==> config.mk <==
export PLATFORM = sky130hd
export DESIGN_NAME = clock_time_loader
export DESIGN_NICKNAME = d
export VERILOG_FILES = /design/src/rtl/clock_time_loader.sv
export SDC_FILE = /design/constraint.sdc
export NUM_CORES = 1
export LEC_CHECK = 0
export CAP_MARGIN = 10
export CORE_MARGIN = 1
export CORE_UTILIZATION = 51
export CTS_CLUSTER_DIAMETER = 200
export DETAILED_ROUTE_END_ITERATION = 6
export GPL_TIMING_DRIVEN = 0
export PLACE_DENSITY = 0.87
export REMOVE_ABC_BUFFERS = 1
export SYNTH_ARGS = -nofsm -noshare
export SYNTH_HDL_FRONTEND = slang
export SYNTH_SLANG_ARGS = --single-unit
==> constraint.sdc <==
create_clock -name clk -period 2.45 [get_ports clk]
set_input_delay 0.49 -clock clk [delete_from_list [all_inputs] [get_ports clk]]
set_output_delay 0.49 -clock clk [all_outputs]
set_load 0.02 [all_outputs]
==> src/rtl/clock_time_loader.sv <==
// rtl/clock_time_loader.sv - automatic button presser that loads hh:mm into the clock's time or alarm counters
module clock_time_loader #(
  parameter int NS = 60,
  parameter int NH = 24
) (
  input  logic       clk,
  input  logic       rst,
  input  logic       start,
  input  logic       mode,
  input  logic [6:0] tgt_hrs,
  input  logic [6:0] tgt_min,
  input  logic [6:0] cur_hrs,
  input  logic [6:0] cur_min,
  output logic       timeset,
  output logic       alarmset,
  output logic       hrsadv,
  output logic       minadv,
  output logic       busy,
  output logic       done,
  output logic       err
);

  localparam int MAXN = (NS > NH) ? NS : NH;
  localparam int CW   = $clog2(MAXN + 1);

  localparam logic [CW-1:0] NH_CNT = CW'(NH);
  localparam logic [CW-1:0] NS_CNT = CW'(NS);
  localparam logic [6:0]    NH_TGT = 7'(NH);
  localparam logic [6:0]    NS_TGT = 7'(NS);

  typedef enum logic [2:0] {
    S_IDLE,
    S_LOAD,
    S_HRS_CMP,
    S_HRS_STEP,
    S_MIN_CMP,
    S_MIN_STEP,
    S_RELEASE,
    S_FINISH
  } state_t;

  state_t          state;
  state_t          state_nxt;
  logic            mode_q;
  logic [6:0]      tgt_hrs_q;
  logic [6:0]      tgt_min_q;
  logic [CW-1:0]   step_cnt;
  logic            err_q;

  logic            latch_req;
  logic            cnt_clr;
  logic            cnt_inc;
  logic            err_set;
  logic            set_on;

  // state register; reset abandons any load in progress
  always_ff @(posedge clk) begin
    if (!rst) begin
      state <= S_IDLE;
    end else begin
      state <= state_nxt;
    end
  end

  // next-state logic plus datapath control strobes
  always_comb begin
    state_nxt = state;
    latch_req = 1'b0;
    cnt_clr   = 1'b0;
    cnt_inc   = 1'b0;
    err_set   = 1'b0;
    case (state)
      S_IDLE: begin
        if (start) begin
          latch_req = 1'b1;
          state_nxt = S_LOAD;
        end
      end
      S_LOAD: begin
        if ((tgt_hrs_q >= NH_TGT) || (tgt_min_q >= NS_TGT)) begin
          err_set   = 1'b1;
          state_nxt = S_FINISH;
        end else begin
          cnt_clr   = 1'b1;
          state_nxt = S_HRS_CMP;
        end
      end
      S_HRS_CMP: begin
        if (cur_hrs == tgt_hrs_q) begin
          cnt_clr   = 1'b1;
          state_nxt = S_MIN_CMP;
        end else if (step_cnt == NH_CNT) begin
          // a full modulus of pulses without a match: readback is not tracking
          err_set   = 1'b1;
          state_nxt = S_RELEASE;
        end else begin
          state_nxt = S_HRS_STEP;
        end
      end
      S_HRS_STEP: begin
        cnt_inc   = 1'b1;
        state_nxt = S_HRS_CMP;
      end
      S_MIN_CMP: begin
        if (cur_min == tgt_min_q) begin
          state_nxt = S_RELEASE;
        end else if (step_cnt == NS_CNT) begin
          err_set   = 1'b1;
          state_nxt = S_RELEASE;
        end else begin
          state_nxt = S_MIN_STEP;
        end
      end
      S_MIN_STEP: begin
        cnt_inc   = 1'b1;
        state_nxt = S_MIN_CMP;
      end
      S_RELEASE: begin
        state_nxt = S_FINISH;
      end
      S_FINISH: begin
        state_nxt = S_IDLE;
      end
      default: begin
        state_nxt = S_IDLE;
      end
    endcase
  end

  // latched request, step counter and sticky error
  always_ff @(posedge clk) begin
    if (!rst) begin
      mode_q    <= 1'b0;
      tgt_hrs_q <= 7'd0;
      tgt_min_q <= 7'd0;
      step_cnt  <= '0;
      err_q     <= 1'b0;
    end else begin
      if (latch_req) begin
        mode_q    <= mode;
        tgt_hrs_q <= tgt_hrs;
        tgt_min_q <= tgt_min;
        err_q     <= 1'b0;
      end
      if (cnt_clr) begin
        step_cnt <= '0;
      end else if (cnt_inc) begin
        step_cnt <= step_cnt + 1'b1;
      end
      if (err_set) begin
        err_q <= 1'b1;
      end
    end
  end

  // Moore output decode from the registered state only
  always_comb begin
    set_on   = (state == S_HRS_CMP) || (state == S_HRS_STEP) ||
               (state == S_MIN_CMP) || (state == S_MIN_STEP);
    timeset  = set_on & ~mode_q;
    alarmset = set_on & mode_q;
    hrsadv   = (state == S_HRS_STEP);
    minadv   = (state == S_MIN_STEP);
    busy     = (state != S_IDLE);
    done     = (state == S_FINISH);
    err      = err_q;
  end

endmodule

### Word-level counts from Yosys, hierarchy flattened

Cells that the tools add are included.

* mux-type cells: 21
* bitwise gates (word level): 4
* multipliers: 0
* reduce and logical (&&, ||, !) cells: 9
* add/sub/neg operators: 1
* divide/modulo/power cells: 0
* eq/ne operators: 12
* shifts and indexed selects: 0
* order comparisons: 2

Operator list (number)
* one-hot mux 3 bit (8 select lines): 1
* == test 7 bit: 2
* == test 3 bit, second input constant: 4
* two-way mux 1 bit: 12
* two-way mux 3 bit: 4
* >= comparator 7 x 5 -> 1 bit, second input constant: 1
* >= comparator 7 x 6 -> 1 bit, second input constant: 1
* adder 6 x 1 -> 6 bit, second input constant: 1
* == test 3 x 2 -> 1 bit, second input constant: 2
* == test 6 x 5 -> 1 bit, second input constant: 1
* == test 6 bit, second input constant: 1
* logical OR 1 bit: 4
* two-way mux 2 bit: 2
* OR reduction 2 bit: 2
* == test 3 x 1 -> 1 bit, second input constant: 1
* logical NOT 3 bit: 1
* one-hot mux 1 bit (3 select lines): 1
* nonzero test 3 bit: 1
* AND 1 bit: 2
* != test 2 bit, second input constant: 1
* inverter 1 bit: 2
* one-hot mux 1 bit (2 select lines): 1
* nonzero test 2 bit: 1

* memories: 0
* RAM bits: 0
* input bits: 32
* output and inout port bits: 7
* bits in latches: 0
* register bits: 25
* word-level logic and storage cells: 55
* bits in read-only memories: 0

### Longest topological paths before layout

Gate-level depths: netlist of run 1.

* depth in word-level cells: 5
* gate-level depth with buffers: 6
* gate-level depth less buffers: 6

### Worst setup path before layout of run 1

Ideal clock, no wire load.

* path type: register to output
* start point: register state[2]
* end point: output timeset
* path slack: 774 ps
* arrival time: 1186 ps
* stages on the path, launching flop included: 4
* cells stage by stage: dfxtp_1 buf_4 xor2_1 nor2b_1

* word-level cells in the longest chain between the ends: 5
* elaborated cells on any way between the ends: 8

RTL lines
* start, declared: RTL line 42 `state_t state;`
* start signal, assigned: RTL line 61 `state <= state_nxt;`
* == test 3 x 2 -> 1 bit: RTL line 158 `set_on = (state == S_HRS_CMP) || (state == S_HRS_STEP) ||`
* logical OR 1 bit (2 in a row): RTL line 158
* logical OR 1 bit (*): RTL line 159 `(state == S_MIN_CMP) || (state == S_MIN_STEP);`
* AND 1 bit (*): RTL line 160 `timeset = set_on & ~mode_q;`
* end, declared: RTL line 14 `output logic timeset,`

Every way passes the cells marked *; elsewhere a longest branch is shown, timed or not.

### Worst setup path in the final report of run 1

* start point: register state[1]
* end point: output timeset

Same word-level chain as after synthesis.

==> qor.yml, run 1 <==
run_status:
  status: "complete, no violations"
power_and_ir_drop:
  switchingPower_mw: 0.545
  intPower_mw: 0.839
  total_power_mw: 1.38
  pwr-share-clk: 0.133
  p_leak_nw: 0.629
  swShare: 0.394
  ir_drop_mv: 0.542
  pwr-share-comb: 0.421
  power.density_nw_per_um2: 770
  p_seq_frac: 0.446
synthesis:
  ys_seq_area_frac: 0.363
  synth_edf_count: 0
  yosysWarnings: 0
  synth_cell_types: 39
  synth_area_per_cell_um2: 8.15
  syn_inst: 169
  synth_area_leader_cell: "dfxtp_1"
  synthTopCellsByCount: "nand2_1, dfxtp_1, a21oi_1"
  ys.flop_type: "dfxtp_1"
  ys_async_sr_fraction: 0
  ys_top_cells_by_area: "dfxtp_1, nand2_1, xnor2_1"
  synth-seq-cells: 25
  synth_top_area_frac: 0.363
  yosysMostFrequentCell: "nand2_1"
  synth_area_um2: 1380
clock_tree:
  htreeDepth: 1
  clk-insertion-delay-late_ns: 0.31
  clk_pin_slew_ns: 0.14
  cts_buffer_depth: 2
  clock_sinks: 25
  ctsHoldBuffers: 0
  cts-buffers-inserted: 3
  cts_tree: "built"
  cts_root_buf: "clkbuf_4"
sta:
  timing.slew.headroom: 0.609
  fin_crit_sh: 0.946
  hold_viol_final: 0
  drv_slew: 0
  clock_skew_ns: 0.00498
  fin_tns_setup_ns: 0
  worst_slew_pin_slew_ns: 0.585
  rsz0062_at_grt: "false"
  min_period_ns: 2.32
  holdWs_ns: 0.477
  fmax_ghz: 0.431
  setup_violations: 0
worst_setup_path:
  timing.rr.start: "state[0]"
  crit_arrival_ns: 1.83
  crit_required_ns: 1.96
  worst_setup_path_end_kind: "primary output"
  setup.worst_path.start: "state[1]"
  crit_fanout: 14
  crit_type: "flop to primary output"
  worst_setup_path_start_kind: "flop"
placed_design:
  gp_congestion: 0.852
  portBuffers: 38
  placed_area_um2: 1740
  dpl.hpwl_um: 2240
global_route:
  antenna_found_initial: 0
  grt_pass1_vias: 1193
  grt.total_usage: 0.229
  grt_overflow_total: 0
  grt_max_degree: 21
  grt_pass1_wl_um: 4950
floorplanning:
  dieArea_um2: 2910
  die_x_um: 54.0
  core_um2: 2520
  placementRows: 18
  io_pins: 39
  start_util: 0.546
  die_h_um: 54.0
layout:
  area_delta_synth_final_pct: 30.4
  stdcell_area_um2: 1800
  drive_above_1_share: 0.0591
  fill_cells: 206
  finalNetCount: 238
  fin_util: 0.712
  antenna_cells: 0
route:
  vias: 1285
  antenna_left: 0
  wl_um: 2990
  first_iter_violations: 21
  wl_per_cell_um: 12.8
  drc: 0
  vias_per_cell: 5.52
  drtPass1Iterations: 4
run:
  maxCapViolCount: 0
hold_path:
  hp-start: "tgt_min_q[0]"
  min_path_type: "flop to flop"
cell families after synthesis:
family	count (synthesis)	synth area share
buffers and inverters	13	0.0518
adder cells (fa/ha/maj)	2	0.0182
AO/OA/AOI/OAI	33	0.180
AND/OR/NAND/NOR	76	0.260
flip-flops	25	0.363
XOR/XNOR	20	0.127
final cells by class:
cell class | count | area [um^2] | area share
Multi-Input combinational cell | 131 | 825 | 0.459
Sequential cell | 25 | 509 | 0.283
Timing Repair Buffer | 38 | 380 | 0.212
Tap cell | 30 | 37.5 | 0.0209
Clock buffer | 4 | 26.3 | 0.0146
Inverter | 5 | 18.8 | 0.0104
per-stage QoR:
stage / instances / setup WS, ns
final: 233 / 0.132
after global routing: 233 / 0.0434
after CTS: 233 / 0.00148
after detailed placement: 229 / 0.0758
after global placement: 229 / 0.153
after floorplan: 161 / 0.695
power by group through the flow:
stage | Sequential [mW] | Clock (mW) | Combinational [mW]
after global placement | 0.597 | 0 | 0.554
after detailed placement | 0.605 | 0 | 0.574
after CTS | 0.602 | 0.188 | 0.580
final | 0.617 | 0.183 | 0.583
after global routing | 0.630 | 0.204 | 0.643
after floorplan | 0.579 | 0 | 0.390
final timing paths:
check	to	slack (ns)	cells past startpoint
min	tgt_min_q[0]	0.48	2
max reg2reg	err	0.67	4
max	timeset	0.13	3
min reg2reg	tgt_min_q[0]	0.48	2
sequential cells by signal (all words and copies together), names as in the netlist:
| name | flops |
|---|---|
| err | 1 |
| state | 3 |
| mode_q | 1 |
| tgt_min_q | 7 |
| step_cnt | 6 |
| tgt_hrs_q | 7 |
critical path, stage by stage (launching register included):
cell and delay [ns]:
dfxtp_4 0.48, xor2_4 0.25, nor2b_1 0.18, clkdlybuf4s50_1 0.61
placed cells by master, fill, tap and decap left out, drive strengths merged:
cell and n:
nand3 10, nand3b 1, o2111ai 1, o21ai 2
a22oi 1, xor2 5, clkbuf 4, a2111oi 1
a21oi 16, and3b 1, nor3b 1, a31oi 1
clkinv 1, dfxtp 25, and3 3, nand2 37
o2111a 1, clkdlybuf4s50 38, nand4 4, o31ai 1
or2 1, o211ai 1, ha 2, o21a 2
nor2 9, o311a 2, xnor2 15, nor2b 2
nor3 2, or3 1, and2 4, a21boi 1
inv 4, o311ai 2, o31a 1
per-layer routing:
layer / wire length (um) / vias to the layer above / global-route usage
li1: - / 656 / -
met1: 1310 / 590 / 0.281
met2: 1530 / 35 / 0.414
met3: 129 / 4 / 0.0395
met4: 15 / 0 / 0.0470
met5: 0 / - / 0
repair_timing:
action,CTS,global route
gates resized for setup,3,4
setup endpoints to repair,2,5
buffers inserted,0,0
gates cloned,0,0
Power figures use the tool's default switching activity.
==> inputs of run 2 (changes only) <==
--- a/config.mk
+++ b/config.mk
@@ -6,8 +6,10 @@
 export NUM_CORES = 1
 export LEC_CHECK = 0
 export CAP_MARGIN = 10
+export CELL_PAD_IN_SITES_DETAIL_PLACEMENT = 0
+export CELL_PAD_IN_SITES_GLOBAL_PLACEMENT = 1
 export CORE_MARGIN = 1
-export CORE_UTILIZATION = 51
+export CORE_UTILIZATION = 37
 export CTS_CLUSTER_DIAMETER = 200
 export DETAILED_ROUTE_END_ITERATION = 6
 export GPL_TIMING_DRIVEN = 0
==> qor.yml, run 2 (synthesized netlist as in run 1, its figures left out) <==
route:
  antenna_left: 0
  highest_layer: "met4"
  vias: 1255
  first_iter_violations: 68
  wl_um: 3060
  drc: 0
  wirelength_met1_um: 1390
  dr_wl_met2_um: 1530
  vias_per_cell: 5.04
  drtPass1Iterations: 4
  wl_per_cell_um: 12.3
  wl_met3_um: 126
layout:
  layout_common_cells: "clkdlybuf4s50_1, nand2_1, dfxtp_1"
  drive_above_1_share: 0.0591
  fin_util: 0.533
  finalNetCount: 238
  stdcell_count: 249
  layout_commonest_cell: "clkdlybuf4s50_1"
  largest_registers: "tgt_hrs_q: 7 flops, tgt_min_q: 7 flops, step_cnt: 6 flops"
  antenna_cells: 0
  area_delta_synth_final_pct: 33.1
worst_setup_path:
  crit_fanout: 14
  crit_arrival_ns: 1.84
  cp_top_family: "buffers and inverters"
  path_cells: "xor2_4, and2_1, clkdlybuf4s50_1"
  worst_setup_path_end_kind: "primary output"
  worst_setup_path_start_kind: "flop"
  slowest_delay_ns: 0.62
  reg2reg_slack_ns: 0.57
  r2r-end: "err"
  cp_slowest_cell: "clkdlybuf4s50_1"
  crit_type: "flop to primary output"
  crit_required_ns: 1.96
  worstRegToRegCells: 4
  critPathBufInv: 1
  timing.rr.start: "state[0]"
sta:
  fmax_ghz: 0.429
  holdWs_ns: 0.469
  setup_violations: 0
  fin_crit_sh: 0.951
  min_period_ns: 2.33
  worst_slew_pin_slew_ns: 0.634
  timing.slew.headroom: 0.577
  fin_tns_setup_ns: 0
  drv_slew: 0
  clock_skew_ns: 0.00542
  hold_viol_final: 0
  rsz0062_at_grt: "false"
placed_design:
  dpl.hpwl_um: 2330
  gp_congestion: 0.802
  place_inst: 245
  portBuffers: 38
floorplanning:
  io_pins: 39
  die_x_um: 63.0
  die_h_um: 63.0
  dieArea_um2: 3970
  placementRows: 21
  start_util: 0.400
  core_um2: 3440
hold_path:
  min_path_type: "flop to flop"
  hp-start: "tgt_hrs_q[1]"
  min_to: "tgt_hrs_q[1]"
  holdPathStages: 2
run:
  maxCapViolCount: 0
clock_tree:
  cts-buffers-inserted: 3
  postCtsSetupRepairBufs: 0
  cts_root_buf: "clkbuf_8"
  cts_buffer_depth: 2
  clock_sinks: 25
  clk_pin_slew_ns: 0.09
  htreeDepth: 1
  clk-insertion-delay-late_ns: 0.27
  cts_tree: "built"
global_route:
  grt.total_usage: 0.163
  antenna_found_initial: 0
  grt_overflow_total: 0
  grt_pass1_wl_um: 5250
  grt_pass1_vias: 1209
  grt_max_degree: 21
run_status:
  status: "complete, no violations"
power_and_ir_drop:
  power.density_nw_per_um2: 786
  ir_drop_mv: 0.359
  p_leak_nw: 0.635
==> run 2: worst max path at each step <==
stage             start        to  slack, ns  cells past startpoint
4_1_cts        state[1]  alarmset       0.05                      3
3_5_place_dp   state[1]  alarmset       0.09                      3
5_1_grt        state[1]  alarmset       0.03                      3
3_3_place_gp   state[1]   timeset       0.15                      3
2_1_floorplan  state[1]   timeset       0.70                      2
6_report       state[1]  alarmset       0.12                      3
==> run 2: cell type report <==
| type | count | area (um^2) |
|---|---|---|
| clock inverters | 1 | 7.51 |
| repair buffers | 38 | 380 |
| well taps | 46 | 57.6 |
| multi-input cells | 131 | 825 |
| clock buffers | 3 | 41.3 |
| inverters | 5 | 18.8 |
| flip-flops and latches | 25 | 503 |
| fillers | 323 | 1610 |
==> run 2: repair_timing <==
item / CTS / global route
endpoints found under the setup margin: 2 / 2
hold buffers: 0 / 0
gates resized for setup: 3 / 1
==> run 2: metrics by stage <==
stage                     power, mW  worst slack [ns]  cell area [um^2]
after floorplan               0.969             0.695              1330
after global placement         1.17             0.146              1760
after detailed placement       1.19            0.0857              1760
after CTS                      1.44            0.0512              1820
after global routing           1.54            0.0284              1830
final                          1.44             0.119              1830
==> run 2: worst min-delay path, cell delays in order, from the launching register on <==
cell     delay (ns)
dfxtp_1        0.33
nand2_1        0.05
a21oi_1        0.05
==> run 2: report_power, final <==
part	switching (mW)	internal, mW
combinational	0.296	0.290
clock	0.132	0.115
sequential	0.127	0.481
==> run 2: layer usage <==
| layer | vias to the layer above | global-route usage |
|---|---|---|
| li1 | 646 | - |
| met1 | 578 | 0.204 |
| met2 | 29 | 0.288 |
| met3 | 2 | 0.0292 |
| met4 | 0 | 0.0349 |
| met5 | - | 0 |
